<file path="src/rtl/prism_cfg_pkg.sv">
// Shared types and sizing helpers for the config readback path.
package prism_cfg_pkg;

    typedef enum logic [1:0] {
        IDLE = 2'd0,
        SEND = 2'd1,
        DONE = 2'd2
    } cfg_state_e;

    // Number of bus beats needed to carry one chain entry.
    function automatic int cfg_chunks(input int width, input int bus_w);
        return (width + bus_w - 1) / bus_w;
    endfunction

    // Counter width for a range of n values; never narrower than one bit.
    function automatic int cnt_width(input int n);
        if (n <= 2) begin
            return 1;
        end else begin
            return $clog2(n);
        end
    endfunction

endpackage

</file>
<file path="src/rtl/prism_cfg_chunk_sel.sv">
// Selects one BUS_W-bit chunk of one chain entry; a final partial chunk is
// zero-padded in its upper bits.
module prism_cfg_chunk_sel
    import prism_cfg_pkg::*;
#(
    parameter int WIDTH = 48,
    parameter int DEPTH = 8,
    parameter int BUS_W = 32
) (
    input  logic [WIDTH*DEPTH-1:0]                 cfg_in,
    input  logic [cnt_width(DEPTH)-1:0]            ent_idx,
    input  logic [cnt_width(cfg_chunks(WIDTH, BUS_W))-1:0] chk_idx,
    output logic [BUS_W-1:0]                       chunk
);

    localparam int CHUNKS = cfg_chunks(WIDTH, BUS_W);

    logic [WIDTH-1:0]        entry_s;
    logic [CHUNKS*BUS_W-1:0] padded_s;

    // Pick the entry, zero-extend it to whole beats, then pick the chunk.
    always_comb begin
        entry_s  = cfg_in[int'(ent_idx)*WIDTH +: WIDTH];
        padded_s = '0;
        padded_s[WIDTH-1:0] = entry_s;
        chunk    = padded_s[int'(chk_idx)*BUS_W +: BUS_W];
    end

endmodule

</file>
<file path="src/rtl/prism_cfg_readback.sv">
// Streams the flattened config chain out as BUS_W-bit beats on a
// valid/ready port, entry 0 chunk 0 first, with a done pulse at the end.
module prism_cfg_readback
    import prism_cfg_pkg::*;
#(
    parameter int WIDTH = 48,
    parameter int DEPTH = 8,
    parameter int BUS_W = 32
) (
    input  logic                   clk,
    input  logic                   rst,
    input  logic                   start,
    input  logic                   abort,
    input  logic [WIDTH*DEPTH-1:0] cfg_in,
    output logic                   rd_valid,
    input  logic                   rd_ready,
    output logic [BUS_W-1:0]       rd_data,
    output logic                   rd_last,
    output logic                   busy,
    output logic                   done
);

    localparam int CHUNKS = cfg_chunks(WIDTH, BUS_W);
    localparam int ENT_W  = cnt_width(DEPTH);
    localparam int CHK_W  = cnt_width(CHUNKS);
    localparam logic [ENT_W-1:0] LAST_ENT = ENT_W'(DEPTH - 1);
    localparam logic [CHK_W-1:0] LAST_CHK = CHK_W'(CHUNKS - 1);

    cfg_state_e       state_r, state_s;
    logic [ENT_W-1:0] ent_idx_r, ent_idx_s;
    logic [CHK_W-1:0] chk_idx_r, chk_idx_s;
    logic             rd_valid_r, rd_valid_s;
    logic [BUS_W-1:0] rd_data_r, rd_data_s;
    logic             rd_last_r, rd_last_s;
    logic             busy_r, busy_s;
    logic             done_r, done_s;
    logic             load_s;
    logic             clr_s;
    logic             hs_s;
    logic [BUS_W-1:0] sel_data_s;

    assign hs_s = rd_valid_r & rd_ready;

    // The beat register always loads the chunk addressed by the next indices.
    prism_cfg_chunk_sel #(
        .WIDTH (WIDTH),
        .DEPTH (DEPTH),
        .BUS_W (BUS_W)
    ) u_chunk_sel (
        .cfg_in  (cfg_in),
        .ent_idx (ent_idx_s),
        .chk_idx (chk_idx_s),
        .chunk   (sel_data_s)
    );

    // Next-state, counter advance and beat-register control.
    always_comb begin
        state_s    = state_r;
        ent_idx_s  = ent_idx_r;
        chk_idx_s  = chk_idx_r;
        rd_valid_s = rd_valid_r;
        done_s     = 1'b0;
        load_s     = 1'b0;
        clr_s      = 1'b0;
        case (state_r)
            IDLE: begin
                if (start) begin
                    state_s    = SEND;
                    ent_idx_s  = '0;
                    chk_idx_s  = '0;
                    rd_valid_s = 1'b1;
                    load_s     = 1'b1;
                end else begin
                    state_s    = IDLE;
                end
            end
            SEND: begin
                if (abort) begin
                    // Abort beats a coincident final handshake: no done pulse.
                    state_s    = IDLE;
                    ent_idx_s  = '0;
                    chk_idx_s  = '0;
                    rd_valid_s = 1'b0;
                    clr_s      = 1'b1;
                end else if (hs_s) begin
                    if (rd_last_r) begin
                        state_s    = DONE;
                        ent_idx_s  = '0;
                        chk_idx_s  = '0;
                        rd_valid_s = 1'b0;
                        clr_s      = 1'b1;
                        done_s     = 1'b1;
                    end else begin
                        load_s = 1'b1;
                        if (chk_idx_r == LAST_CHK) begin
                            chk_idx_s = '0;
                            ent_idx_s = ent_idx_r + 1'b1;
                        end else begin
                            chk_idx_s = chk_idx_r + 1'b1;
                        end
                    end
                end else begin
                    state_s = SEND;
                end
            end
            DONE: begin
                state_s = IDLE;
            end
            default: begin
                state_s    = IDLE;
                ent_idx_s  = '0;
                chk_idx_s  = '0;
                rd_valid_s = 1'b0;
                clr_s      = 1'b1;
            end
        endcase
        busy_s = (state_s != IDLE);
    end

    // Beat payload and last flag: load a new chunk, clear, or hold on stall.
    always_comb begin
        if (load_s) begin
            rd_data_s = sel_data_s;
            rd_last_s = (ent_idx_s == LAST_ENT) && (chk_idx_s == LAST_CHK);
        end else if (clr_s) begin
            rd_data_s = '0;
            rd_last_s = 1'b0;
        end else begin
            rd_data_s = rd_data_r;
            rd_last_s = rd_last_r;
        end
    end

    // FSM state register.
    always_ff @(posedge clk) begin
        if (rst) begin
            state_r <= IDLE;
        end else begin
            state_r <= state_s;
        end
    end

    // Counters and registered outputs.
    always_ff @(posedge clk) begin
        if (rst) begin
            ent_idx_r  <= '0;
            chk_idx_r  <= '0;
            rd_valid_r <= 1'b0;
            rd_data_r  <= '0;
            rd_last_r  <= 1'b0;
            busy_r     <= 1'b0;
            done_r     <= 1'b0;
        end else begin
            ent_idx_r  <= ent_idx_s;
            chk_idx_r  <= chk_idx_s;
            rd_valid_r <= rd_valid_s;
            rd_data_r  <= rd_data_s;
            rd_last_r  <= rd_last_s;
            busy_r     <= busy_s;
            done_r     <= done_s;
        end
    end

    assign rd_valid = rd_valid_r;
    assign rd_data  = rd_data_r;
    assign rd_last  = rd_last_r;
    assign busy     = busy_r;
    assign done     = done_r;

endmodule

</file>
<file path="config.mk">
export PLATFORM = sky130hd
export DESIGN_NAME = prism_cfg_readback
export DESIGN_NICKNAME = d
export VERILOG_FILES = /design/src/rtl/prism_cfg_pkg.sv /design/src/rtl/prism_cfg_chunk_sel.sv /design/src/rtl/prism_cfg_readback.sv
export SDC_FILE = /design/constraint.sdc
export NUM_CORES = 1
export LEC_CHECK = 0
export CAP_MARGIN = 5
export CORE_AREA = 8 8 158 160
export CTS_BUF_LIST = sky130_fd_sc_hd__clkbuf_4
export DETAILED_ROUTE_END_ITERATION = 8
export DIE_AREA = 0 0 166 168
export GPL_ROUTABILITY_DRIVEN = 0
export PLACE_DENSITY = 0.66
export SETUP_SLACK_MARGIN = 0.5
export SLEW_MARGIN = 5
export SYNTH_ARGS = -nofsm -noshare
export SYNTH_HDL_FRONTEND = slang
export SYNTH_SLANG_ARGS = --single-unit
</file>
<file path="constraint.sdc">
create_clock -name clk -period 4.3 [get_ports clk]
set_clock_uncertainty 0.15 [all_clocks]
set_input_delay 0.43 -clock clk [delete_from_list [all_inputs] [get_ports clk]]
set_output_delay 0.43 -clock clk [all_outputs]
set_load 0.1 [all_outputs]
</file>
==> results.md <==
* Outcome: completed
* Remaining max-slew budget at the tightest pin at 0.2665
* Largest area contributor in the synthesized netlist: sky130_fd_sc_hd__mux2i_1
* Post-synthesis net count at 873
* CP max FO at 27
* Simple-gate portion of the synthesized area at 0.1205
* Mapped Area at 0.004818 mm^2
* Yosys synthesis warning count at 0
* Pwr/cell area at around 160 mW/mm^2
* Static power due to leakage at 3.576 nW
* Layout-stage area growth over the synthesis result at 95.27%
* Slew at the pin closest to its max-slew limit at 1097 ps
* HPWL after detailed placement at approximately 22 mm
* Number of sinks driven by the clock tree at 42
* Number of placement rows at between 50 and 60
* Synth top area cells: sky130_fd_sc_hd__mux2i_1 22%, sky130_fd_sc_hd__dfxtp_1 17%, sky130_fd_sc_hd__mux4_2 14%, sky130_fd_sc_hd__mux2_2 14%, sky130_fd_sc_hd__nand2_1 4.8%
* Yosys reg bits at 42
* Final worst path period need at 3218 ps
* Fraction of final layout cells sized beyond drive strength 1 at 0.1502
* Root Buffer: sky130_fd_sc_hd__clkbuf_4
* Grt ovf at 0
* Per-cell routed wire length at ~23 um
* Ys flop type: sky130_fd_sc_hd__dfxtp_1
* Number of placed instances, taps included at 1156
* Initial antenna violation count at 1
* Critical setup path kind: input port to register
* Cell type group with the largest total delay on the critical path: compound AO/OA/AOI/OAI gates
* Unique cell type count in the Yosys netlist at 52
* Number of buffer and inverter instances along the worst setup path at 2
* Main combinational cell family by area after synthesis: multiplexers
* Worst hold path class: register to register
* XOR/XNOR share of the synthesized area at 0
* Area share of fa/ha/maj cells after synthesis at 0.002597
* Cell count after synthesis at 483
* Via count of the first global-routing pass at approximately 6200
* Portion of the post-synthesis area used by sequential elements at 0.1745
* Number of flops mapped to enable cells by yosys at 0
* Most frequently used cell type in the post-synthesis netlist: sky130_fd_sc_hd__mux2i_1
* Final std cell area, no fill at about 0.0094 mm^2
* Clock-pin slew on the worst setup and hold paths at 140 ps
* Proportion of synthesized area in mux cells at 0.5012
* CORE AREA at 0.02237 mm^2
* First-pass GRT wire length at 38.47 mm
* Clock tree buffer depth at 2
* RSZ-0062 raised after global routing: no
* Setup_tns at 0 ps
* Post-CTS Setup Bufs at 0
* # Max-Cap Violations at 0
* Number of I/O pins at 425
* Hold buffer count at cts at 0
* Post-layout net count at between 1000 and 1500
* Final wirelength at 26.40 mm
* Starting density of the core at 0.2154
* CP arrival at about 3400 ps
* Number of hold violations in the final report at 0
* Total vias in the final route at 5552
* Worst setup SP type: input port
* Master of the slowest instance on the critical path: sky130_fd_sc_hd__a21oi_4
* H-tree depth at 2
* Drt pass-1 iters at 4
* TritonCTS Buffers at 5
* Final non-filler cell total at 1165
* Die X at 166 um
* Per-cell via count in the routed design at approximately 4.8
* PnR worst setup slack at 1082 ps
* Period Utilization, post-route at 0.7484
* Drt drc at 0
* Remaining antenna violation count at 0
* Largest incremental delay on the critical path at 600 ps
* Yosys top cell area share at 0.2160
* Max IR drop VDD at ~130 uV
* GRT Util Overall at 0.1803
* Die Outline Area at between 0.02 and 0.03 mm^2
* Pre-CTS WS at between 500 and 600 ps
* Worst hold slack across all endpoints at 325.8 ps
* Sort of element at the end of the critical path: register
* Die Y-Extent at 168 um
* Iteration-0 DRC count of the detailed router at between 200 and 250
* Highest clock rate at 310.7 MHz
* Cells resized by post-CTS repair at 0
* Final Setup Violations at 0
* Number of max-slew violations in the final report at 0
* Leading post-synthesis cells by instance count: 104 x sky130_fd_sc_hd__mux2i_1, 62 x sky130_fd_sc_hd__nand2_1, 60 x sky130_fd_sc_hd__mux2_2
* Cell Area, Placed at 0.009305 mm^2
* Syn_area_per_cell at 9.976 um^2
* Largest net degree at the start of global routing at 70
* Clock latency on the worst-skew pair at about 380 ps
* Synth async-reset ratio at 0
* Count of input and output buffers at 424
* Required time worst endpoint at 4430 ps
* Critical path cell sequence: clkdlybuf4s50_1 -> or3b_1 -> o22ai_1 -> a21oi_4 -> buf_4 -> mux4_2 -> a22oi_2 -> nand4_1
* TritonCTS clock tree: done
* Complex-gate fraction of the synthesized area at 0.1420
-- logic make-up (layout without fill, tap and decap cells) --
group	Yosys count	after routing
other cells	0	1
buf+inv	47	443
flops	42	42
fa+ha+maj	1	1
simple gates	116	116
compound gates	82	82
mux	195	195
-- registers in the layout, indices dropped and copies added, names as in the netlist --
signal     flops
ent_idx_r      3
busy           1
rd_valid       1
rd_data       32
done           1
chk_idx_r      1
rd_last        1
state_r        2
-- power breakdown --
group / switching (W) / internal, W / total (W)
registers: 0.0000144 / 0.000412 / 0.000426
logic: 0.000312 / 0.000429 / 0.000741
clock network: 0.000154 / 0.000179 / 0.000333
total: 0.000481 / 0.00102 / 0.00150
-- final timing paths --
check | start | end | slack (ps) | cells after the start
setup / recovery | abort | rd_data[11] | 1080 | 8
hold reg to reg | rd_data[4] | rd_data[4] | 330 | 2
setup reg to reg | rd_last | rd_data[4] | 1130 | 7
hold / removal | rd_data[4] | rd_data[4] | 330 | 2
-- stage by stage --
step,utilization,total power (W)
global route,0.4207,0.001577
CTS,0.4206,0.001526
floorplan,-,0.0007311
global placement,0.4161,0.001178
detailed placement,0.4161,0.001181
finish,0.4207,0.001501
-- area by class of cell --
| class | instances | area [um^2] |
|---|---|---|
| tap | 285 | 356.6 |
| antenna | 1 | 2.502 |
| inverter | 1 | 3.754 |
| sequential | 42 | 840.8 |
| fill | 2158 | 12960 |
| timing repair buffer | 434 | 4357 |
| clock buffer | 5 | 37.54 |
| clock inverter | 3 | 63.81 |
| multi-input combinational | 394 | 3747 |
-- cell usage in the layout, fill, tap and decap left out, types with 6 or more instances in the layout --
master,Yosys,routed
sky130_fd_sc_hd__nor2_1,12,11
sky130_fd_sc_hd__o211ai_1,28,28
sky130_fd_sc_hd__clkdlybuf4s50_1,0,424
sky130_fd_sc_hd__dfxtp_1,42,42
sky130_fd_sc_hd__mux2_2,60,60
sky130_fd_sc_hd__mux2i_1,104,104
sky130_fd_sc_hd__buf_4,8,7
sky130_fd_sc_hd__a22oi_2,10,10
sky130_fd_sc_hd__mux4_2,31,31
sky130_fd_sc_hd__a22oi_1,6,6
sky130_fd_sc_hd__nand4_1,14,14
sky130_fd_sc_hd__o221ai_1,16,16
sky130_fd_sc_hd__nand2_1,62,62
-- layer usage --
| layer | global-route usage | share of wire |
|---|---|---|
| met1 | 0.2009 | 0.39 |
| met2 | 0.3333 | 0.52 |
| met3 | 0.05285 | 0.079 |
| met4 | 0.03992 | 0.015 |
| met5 | 0 | 0 |
-- worst register-to-register path: stages, from the launching register on --
cell and delay [ps]:
sky130_fd_sc_hd__dfxtp_1 590, sky130_fd_sc_hd__and4b_1 240, sky130_fd_sc_hd__a211oi_1 410, sky130_fd_sc_hd__a2bb2oi_4 230, sky130_fd_sc_hd__buf_12 360, sky130_fd_sc_hd__mux4_2 660
sky130_fd_sc_hd__a22oi_1 300, sky130_fd_sc_hd__nand4_1 120
No activity file was read; power rests on OpenSTA's default activity.
